==> src/rtl/pc_ras_unit.sv <==
// Program counter with branch/jump/call/return/exception redirect
// and a circular return-address stack.
module pc_ras_unit #(
    parameter int                WIDTH        = 32,
    parameter logic [WIDTH-1:0]  RESET_VECTOR = 'h0,
    parameter logic [WIDTH-1:0]  EXC_VECTOR   = 'h80,
    parameter int                RAS_DEPTH    = 4
) (
    input  logic                         clk,
    input  logic                         rst,
    input  logic                         stall,
    input  logic                         zeroflag,
    input  logic                         branchFlag,
    input  logic                         branchNe,
    input  logic [WIDTH-1:0]             branchOffset,
    input  logic                         jmpFlag,
    input  logic [WIDTH-1:0]             jmpAddress,
    input  logic                         callFlag,
    input  logic                         retFlag,
    input  logic                         excFlag,
    output logic [WIDTH-1:0]             out,
    output logic [$clog2(RAS_DEPTH):0]   rasCount,
    output logic                         rasOverflow,
    output logic                         rasUnderflow
);

    localparam int PW = $clog2(RAS_DEPTH);
    localparam int CW = PW + 1;
    localparam logic [WIDTH-1:0] ALIGN = {{(WIDTH-2){1'b1}}, 2'b00};
    localparam logic [CW-1:0]    FULL  = CW'(RAS_DEPTH);

    logic [WIDTH-1:0] ras_q [RAS_DEPTH];
    logic [WIDTH-1:0] pc_q, pc_d;
    logic [PW-1:0]    wp_q, wp_d;
    logic [PW-1:0]    rd_idx;
    logic [CW-1:0]    cnt_q, cnt_d;
    logic             ovf_q, ovf_d;
    logic             unf_q, unf_d;
    logic             push_en;
    logic             taken;
    logic [WIDTH-1:0] seq_pc;
    logic [WIDTH-1:0] br_pc;
    logic [WIDTH-1:0] top;

    assign seq_pc = pc_q + WIDTH'(4);
    assign br_pc  = seq_pc + (branchOffset << 2);
    assign taken  = branchFlag & (zeroflag ^ branchNe);
    assign rd_idx = wp_q - PW'(1);
    assign top    = ras_q[rd_idx];

    // Next-PC selection by fixed priority and stack pointer/count update.
    always_comb begin
        pc_d    = pc_q;
        wp_d    = wp_q;
        cnt_d   = cnt_q;
        push_en = 1'b0;
        ovf_d   = 1'b0;
        unf_d   = 1'b0;
        if (excFlag) begin
            pc_d = EXC_VECTOR & ALIGN;
        end else if (stall) begin
            pc_d = pc_q;
        end else if (retFlag) begin
            if (cnt_q != '0) begin
                pc_d  = top & ALIGN;
                wp_d  = rd_idx;
                cnt_d = cnt_q - CW'(1);
            end else begin
                pc_d  = jmpAddress & ALIGN;
                unf_d = 1'b1;
            end
        end else if (callFlag) begin
            pc_d    = jmpAddress & ALIGN;
            push_en = 1'b1;
            wp_d    = wp_q + PW'(1);
            if (cnt_q == FULL) begin
                ovf_d = 1'b1;
            end else begin
                cnt_d = cnt_q + CW'(1);
            end
        end else if (jmpFlag) begin
            pc_d = jmpAddress & ALIGN;
        end else if (taken) begin
            pc_d = br_pc & ALIGN;
        end else begin
            pc_d = seq_pc & ALIGN;
        end
    end

    // PC, stack pointer, count and event pulses; cleared by async reset.
    always_ff @(posedge clk or posedge rst) begin
        if (rst) begin
            pc_q  <= RESET_VECTOR;
            wp_q  <= '0;
            cnt_q <= '0;
            ovf_q <= 1'b0;
            unf_q <= 1'b0;
        end else begin
            pc_q  <= pc_d;
            wp_q  <= wp_d;
            cnt_q <= cnt_d;
            ovf_q <= ovf_d;
            unf_q <= unf_d;
        end
    end

    // Stack storage; contents become unreachable once count is cleared.
    always_ff @(posedge clk) begin
        if (push_en && !rst) begin
            ras_q[wp_q] <= seq_pc;
        end
    end

    assign out          = pc_q;
    assign rasCount     = cnt_q;
    assign rasOverflow  = ovf_q;
    assign rasUnderflow = unf_q;

endmodule

==> config.mk <==
export PLATFORM = sky130hd
export DESIGN_NAME = pc_ras_unit
export DESIGN_NICKNAME = d
export VERILOG_FILES = /design/src/rtl/pc_ras_unit.sv
export SDC_FILE = /design/constraint.sdc
export NUM_CORES = 1
export LEC_CHECK = 0
export ABC_AREA = 1
export CAP_MARGIN = 5
export CORE_ASPECT_RATIO = 0.8
export CORE_MARGIN = 4
export CORE_UTILIZATION = 55
export DETAILED_ROUTE_END_ITERATION = 10
export GPL_TIMING_DRIVEN = 0
export PLACE_DENSITY = 0.78
export REMOVE_ABC_BUFFERS = 1
export SYNTH_ARGS = -nofsm -noshare
export SYNTH_HDL_FRONTEND = slang
export SYNTH_SLANG_ARGS = --single-unit
export TNS_END_PERCENT = 5
==> constraint.sdc <==
create_clock -name clk -period 3.5 [get_ports clk]
set_clock_uncertainty 0.05 [all_clocks]
set_input_delay 0.525 -clock clk [delete_from_list [all_inputs] [get_ports clk]]
set_output_delay 0.525 -clock clk [all_outputs]
set_load 0.05 [all_outputs]
* Word-level counts from Yosys, hierarchy flattened *
Memory sizes are Yosys's and may differ from the RTL's.
Cells that the tools add are included.

word-level totals
  bits in registers = 39
  bits in writable memories = 128
  input bits = 74
  output and inout port bits = 37
  memories = 1

memories
  name   words  bits a word  read ports  clocked after Yosys merged registers in  wr ports  line  text
  ras_q  4      32           1           0                                        1         32    logic [WIDTH-1:0] ras_q [RAS_DEPTH];

cells by class
  $add $sub $neg = 6
  equal/unequal tests = 4
  mux-type cells = 29
  bitwise operators = 4
  reduce and logical (&&, ||, !) cells = 6

operators with widths
  kind                                              count
  2-to-1 mux 32 bit                                 7
  adder 32 x 3 -> 32 bit, second input constant     1
  adder 32 bit                                      1
  2-to-1 mux 1 bit                                  15
  2-to-1 mux 3 bit                                  4
  2-to-1 mux 2 bit                                  3
  AND reduction 5 bit                               1
  != test 2 x 1 -> 1 bit, second input constant     2
  AND reduction 4 bit                               1
  adder 3 x 1 -> 3 bit, second input constant       1
  equality test 3 bit, second input constant        1
  nonzero test 3 bit                                1
  subtractor 3 x 1 -> 3 bit, second input constant  1
  adder 2 x 1 -> 2 bit, second input constant       1
  != test 2 bit, second input constant              1
  NOT 1 bit                                         2
  nonzero test 2 bit                                1
  subtractor 2 x 1 -> 2 bit, second input constant  1
  AND 1 bit                                         1
  logical AND 1 bit                                 1
  logical NOT 1 bit                                 1
  bitwise XOR 1 bit                                 1

* Depth between registers and ports, before layout *
  word-level depth = 8
  mapped depth = 26
  gate-level depth less buffers = 26

* Least setup slack after synthesis *
No wires, ideal clock.

  path kind = input port to flip-flop
  from = input rst
  to = memory ras_q[0][10], enable pin
  setup time = 417 ps
  data arrival time = 2943 ps
  required time = 3033 ps
  slack = 90 ps
  cell stages on the path = 3
  path through = inv_1 > nand4_1 > nor2_1

between the ends
  longest elaborated chain between the ends = 4

ends and longest elaborated chain
  what                                    line  text
  from (decl)                             10    input logic rst,
  logical NOT 1 bit                       109   if (push_en && !rst) begin
  logical AND 1 bit                       109
  2-to-1 mux 1 bit                        109
  2-to-1 mux 1 bit (implied by the code)  110   ras_q[wp_q] <= seq_pc;
  to (decl)                               32

No other way between the ends.

* Worst setup path in the final report *
  from = register pc_q[2], in the netlist out[2]
  to = register pc_q[15], in the netlist out[15]

between the ends
  longest elaborated chain between the ends = 8

ends and longest elaborated chain
  what                    line  text
  from (decl)             33    logic [WIDTH-1:0] pc_q, pc_d;
  from (signal assigned)  99    pc_q <= pc_d;
  adder 32 x 3 -> 32 bit  45    assign seq_pc = pc_q + WIDTH'(4);
  named net seq_pc[10]    41    logic [WIDTH-1:0] seq_pc;
  adder 32 bit            46    assign br_pc = seq_pc + (branchOffset << 2);
  2-to-1 mux 32 bit       83    end else if (taken) begin
  2-to-1 mux 32 bit       81    end else if (jmpFlag) begin
  2-to-1 mux 32 bit       72    end else if (callFlag) begin
  2-to-1 mux 32 bit       63    end else if (retFlag) begin
  2-to-1 mux 32 bit       61    end else if (stall) begin
  2-to-1 mux 32 bit       59    if (excFlag) begin

The timed path passes the listed nets, and every way through them passes these cells. The select of a mux whose other input is x is not followed.
A chain may end at the register's enable or synchronous reset.

==> impl_metrics.json <==
{
  "run_status": "completed",
  "fraction_of_registers_with_async_set_or_reset_after_synthesis_pct": 23.6,
  "worst_pin_slew_ps": 917,
  "period_needed_ps": 3430,
  "numCtsBuffers": 17,
  "post-route-drc-count": 0,
  "area_contributors_post_synth": "sky130_fd_sc_hd__edfxtp_1 (36%), sky130_fd_sc_hd__nand2_1 (14%), sky130_fd_sc_hd__dfrtp_1 (9.1%)",
  "max-vdd-ir-drop_v": 0.000464,
  "max_fo_critical_path": 5,
  "min_path_type": "flop to flop",
  "worst_setup_path_end_kind": "flop",
  "synth.yosys.warnings": 0,
  "via_per_inst": 5.89,
  "synth_area_um2": 10100,
  "vias": 9692,
  "startpoint_type_of_the_worst_setup_path": "flop",
  "max_cap_viol_count": 0,
  "cts_tree": "done",
  "synth_area_leader_cell": "sky130_fd_sc_hd__edfxtp_1",
  "finalPower_mw": 7.94,
  "finalHoldViolations": 0,
  "postPlaceCellArea_um2": 11500,
  "fmaxAchievable_mhz": 291,
  "hpwlAfterDp_um": 22200,
  "die_area_um2": 20700,
  "postSynthAreaPerCell_um2": 7.77,
  "grt_first_pass_wirelength_um": 48900,
  "gate_count_after_technology_mapping": 1305,
  "fp.coreArea_um2": 18100,
  "cts-htree-levels": 4,
  "post_route_cells_drive_above_1_share_pct": 8.26,
  "cts_hold_buffers": 0,
  "gr-total-overflow": 0,
  "io_pins": 111,
  "crit_arrival_ps": 3750,
  "fp.dieW_um": 160,
  "clkTransAtPathRegs_ps": 60,
  "layout.core_utilization_pct": 68.5,
  "post_detailed_route_count_of_antenna_violating_nets": 0,
  "areaGrowthSynthToFinish_pct": 22.4,
  "initialDrtViolationCount": 1210,
  "grt_max_degree": 39,
  "floorplan.initialDensity_pct": 56.0,
  "routedWlPerCell_um": 19.4,
  "edff_count_synth": 120,
  "finalInstanceArea_um2": 12400,
  "count_of_standard_cell_rows": 44,
  "final_max_slew_viol_count": 0,
  "place_congestion": 0.954,
  "drt_total_wl_um": 32000,
  "synthFlopType": "sky130_fd_sc_hd__edfxtp_1",
  "clock-sinks": 157,
  "total_leakage_power_nw": 5.34,
  "synth_seq_area_share_pct": 44.7,
  "number_of_global_route_vias_before_repair": 9168,
  "port_buffers": 104,
  "synth_common_cells": "sky130_fd_sc_hd__nand2_1 (370), sky130_fd_sc_hd__inv_1 (161), sky130_fd_sc_hd__nor2_1 (149), sky130_fd_sc_hd__edfxtp_1 (120), sky130_fd_sc_hd__o21ai_0 (95)",
  "criticalPathCategory": "flop to flop",
  "track_usage_pct": 30.8,
  "required_time_of_the_critical_path_ps": 3820,
  "antenna-diode-count": 0,
  "die_h_um": 129,
  "period_share_pct": 98.0,
  "multi_input_logic_area_um2": 5050,
  "number_of_antenna_violations_at_the_first_check_in_global_routing": 0,
  "detailedRoute.firstPassIterationCount": 10,
  "n_fill_cell": 1418,
  "setup-violations-final": 0,
  "worstSkewPairLatency_ps": 440,
  "yosysUniqueCellTypes": 50,
  "power_density_nw_per_um2": 639,
  "final-instance-count-excl-fill": 1646,
  "clk_root_buffer_cell": "sky130_fd_sc_hd__clkbuf_16",
  "yosysMostFrequentCell": "sky130_fd_sc_hd__nand2_1",
  "unrepaired_setup_endpoints_after_global_routing": "yes",
  "area_share_of_the_leading_cell_type_in_the_synthesized_netlist_pct": 35.5,
  "relSlewSlack_pct": 38.7,
  "numPlacedInstances": 1605,
  "postSynthRegisterBits": 157,
  "final-seq-area_um2": 4540,
  "num-nets-final": 1519,
  "clock_path_buffers": 2
}
[sequential cells by signal (all words and copies together), names as in the netlist]
register      cells
rasOverflow       1
ras_q           120
out              30
rasUnderflow      1
wp_q              2
rasCount          3
[logic make-up (layout without fill, tap and decap cells)]
group | after synthesis | in the layout | share of synthesized area [%]
AO/OA/AOI/OAI | 234 | 234 | 13.7
XOR/XNOR | 21 | 21 | 1.81
adder cells (fa/ha/maj) | 42 | 42 | 5.33
buffers and inverters | 211 | 321 | 8.73
flip-flops | 157 | 157 | 44.7
other | 1 | 2 | 0.0370
AND/OR/NAND/NOR | 639 | 639 | 25.7
[critical path: stages, from the launching register on]
cell and delay, ps:
sky130_fd_sc_hd__dfrtp_2 430, sky130_fd_sc_hd__ha_4 180, sky130_fd_sc_hd__nand4_4 160, sky130_fd_sc_hd__nor2_1 190, sky130_fd_sc_hd__nand2_2 140, sky130_fd_sc_hd__xor2_2 300
sky130_fd_sc_hd__inv_1 180, sky130_fd_sc_hd__ha_2 420, sky130_fd_sc_hd__nand2_1 100, sky130_fd_sc_hd__inv_1 80, sky130_fd_sc_hd__nand2_1 70, sky130_fd_sc_hd__nor3_1 150
sky130_fd_sc_hd__nand2_1 70, sky130_fd_sc_hd__nand2_1 190, sky130_fd_sc_hd__a21oi_1 90, sky130_fd_sc_hd__o21ai_1 220, sky130_fd_sc_hd__nand2_1 120, sky130_fd_sc_hd__nand2_1 80
sky130_fd_sc_hd__nand3b_1 80, sky130_fd_sc_hd__nand2_1 60
[power by group]
| part | internal (mW) | total, mW | switching (mW) |
|---|---|---|---|
| sequential | 2.21 | 2.45 | 0.241 |
| clock | 1.12 | 1.87 | 0.748 |
| combinational | 1.18 | 3.62 | 2.44 |
| total | 4.50 | 7.94 | 3.43 |
[placed cells by master (no fill, tap or decap), types with 4 or more instances in the layout]
| cell | instances |
|---|---|
| sky130_fd_sc_hd__clkbuf_16 | 17 |
| sky130_fd_sc_hd__dfrtp_2 | 7 |
| sky130_fd_sc_hd__xor2_1 | 13 |
| sky130_fd_sc_hd__clkbuf_1 | 4 |
| sky130_fd_sc_hd__o21bai_1 | 4 |
| sky130_fd_sc_hd__o21ai_1 | 7 |
| sky130_fd_sc_hd__nand3b_1 | 8 |
| sky130_fd_sc_hd__clkdlybuf4s50_1 | 104 |
| sky130_fd_sc_hd__nand3_1 | 75 |
| sky130_fd_sc_hd__nor3_1 | 12 |
| sky130_fd_sc_hd__o21ai_0 | 92 |
| sky130_fd_sc_hd__buf_4 | 7 |
| sky130_fd_sc_hd__buf_16 | 5 |
| sky130_fd_sc_hd__a21o_1 | 4 |
| sky130_fd_sc_hd__nor2_4 | 11 |
| sky130_fd_sc_hd__xor2_4 | 4 |
| sky130_fd_sc_hd__edfxtp_1 | 120 |
| sky130_fd_sc_hd__ha_4 | 5 |
| sky130_fd_sc_hd__dfrtp_1 | 30 |
| sky130_fd_sc_hd__o221ai_1 | 22 |
| sky130_fd_sc_hd__nor2_1 | 135 |
| sky130_fd_sc_hd__ha_1 | 32 |
| sky130_fd_sc_hd__nand2_1 | 361 |
| sky130_fd_sc_hd__inv_2 | 7 |
| sky130_fd_sc_hd__o211ai_1 | 21 |
| sky130_fd_sc_hd__inv_1 | 157 |
| sky130_fd_sc_hd__nand4_1 | 9 |
| sky130_fd_sc_hd__or2_2 | 4 |
| sky130_fd_sc_hd__clkinvlp_4 | 5 |
| sky130_fd_sc_hd__nor2_2 | 8 |
| sky130_fd_sc_hd__a21oi_1 | 63 |
| sky130_fd_sc_hd__nand2_2 | 9 |
[path summary, 6_finish.rpt]
check	start	slack [ps]	end	depth (start not counted)
setup / recovery	out[2]	70	out[15]	19
hold / removal	rasCount[1]	490	rasCount[1]	2
setup reg to reg	out[2]	70	out[15]	19
hold reg to reg	rasCount[1]	490	rasCount[1]	2
max in group asynchronous	rst	2230	out[13]	2
min in group asynchronous	rst	550	wp_q[0]	2
[metrics by stage]
stage / setup TNS, ps / hold slack [ps] / setup slack, ps
3_5_place_dp: -60520 / 476 / -1220
2_1_floorplan: -41930 / 530 / -977
3_3_place_gp: -472770 / 466 / -4090
6_report: 0 / 492 / 69.3
4_1_cts: -41.9 / 491 / -23.0
5_1_grt: -846 / 520 / -132
[routing by layer]
metal | up-vias | wire, um | GRT usage [%]
met3 | 84 | 4570 | 10.2
li1 | 4535 | - | -
met2 | 631 | 13600 | 46.2
met4 | 0 | 824 | 12.2
met5 | - | 0 | 0
met1 | 4442 | 13000 | 41.8
[repair_timing]
action,4_1_cts,5_1_grt
resized for setup,28,36
buffers inserted,5,2
pin swaps,2,2
endpoints found under the setup margin,31,29
gates cloned,1,0
[area by class of cell]
type,instances,area share [%]
multi-input combinational,938,40.7
sequential,157,36.6
timing repair buffer,120,10.5
inverter,168,5.14
clock buffer,21,3.55
tap,230,2.32
clock inverter,11,1.15
timing repair inverter,1,0.0605
No activity file was read; power rests on OpenSTA's default activity.
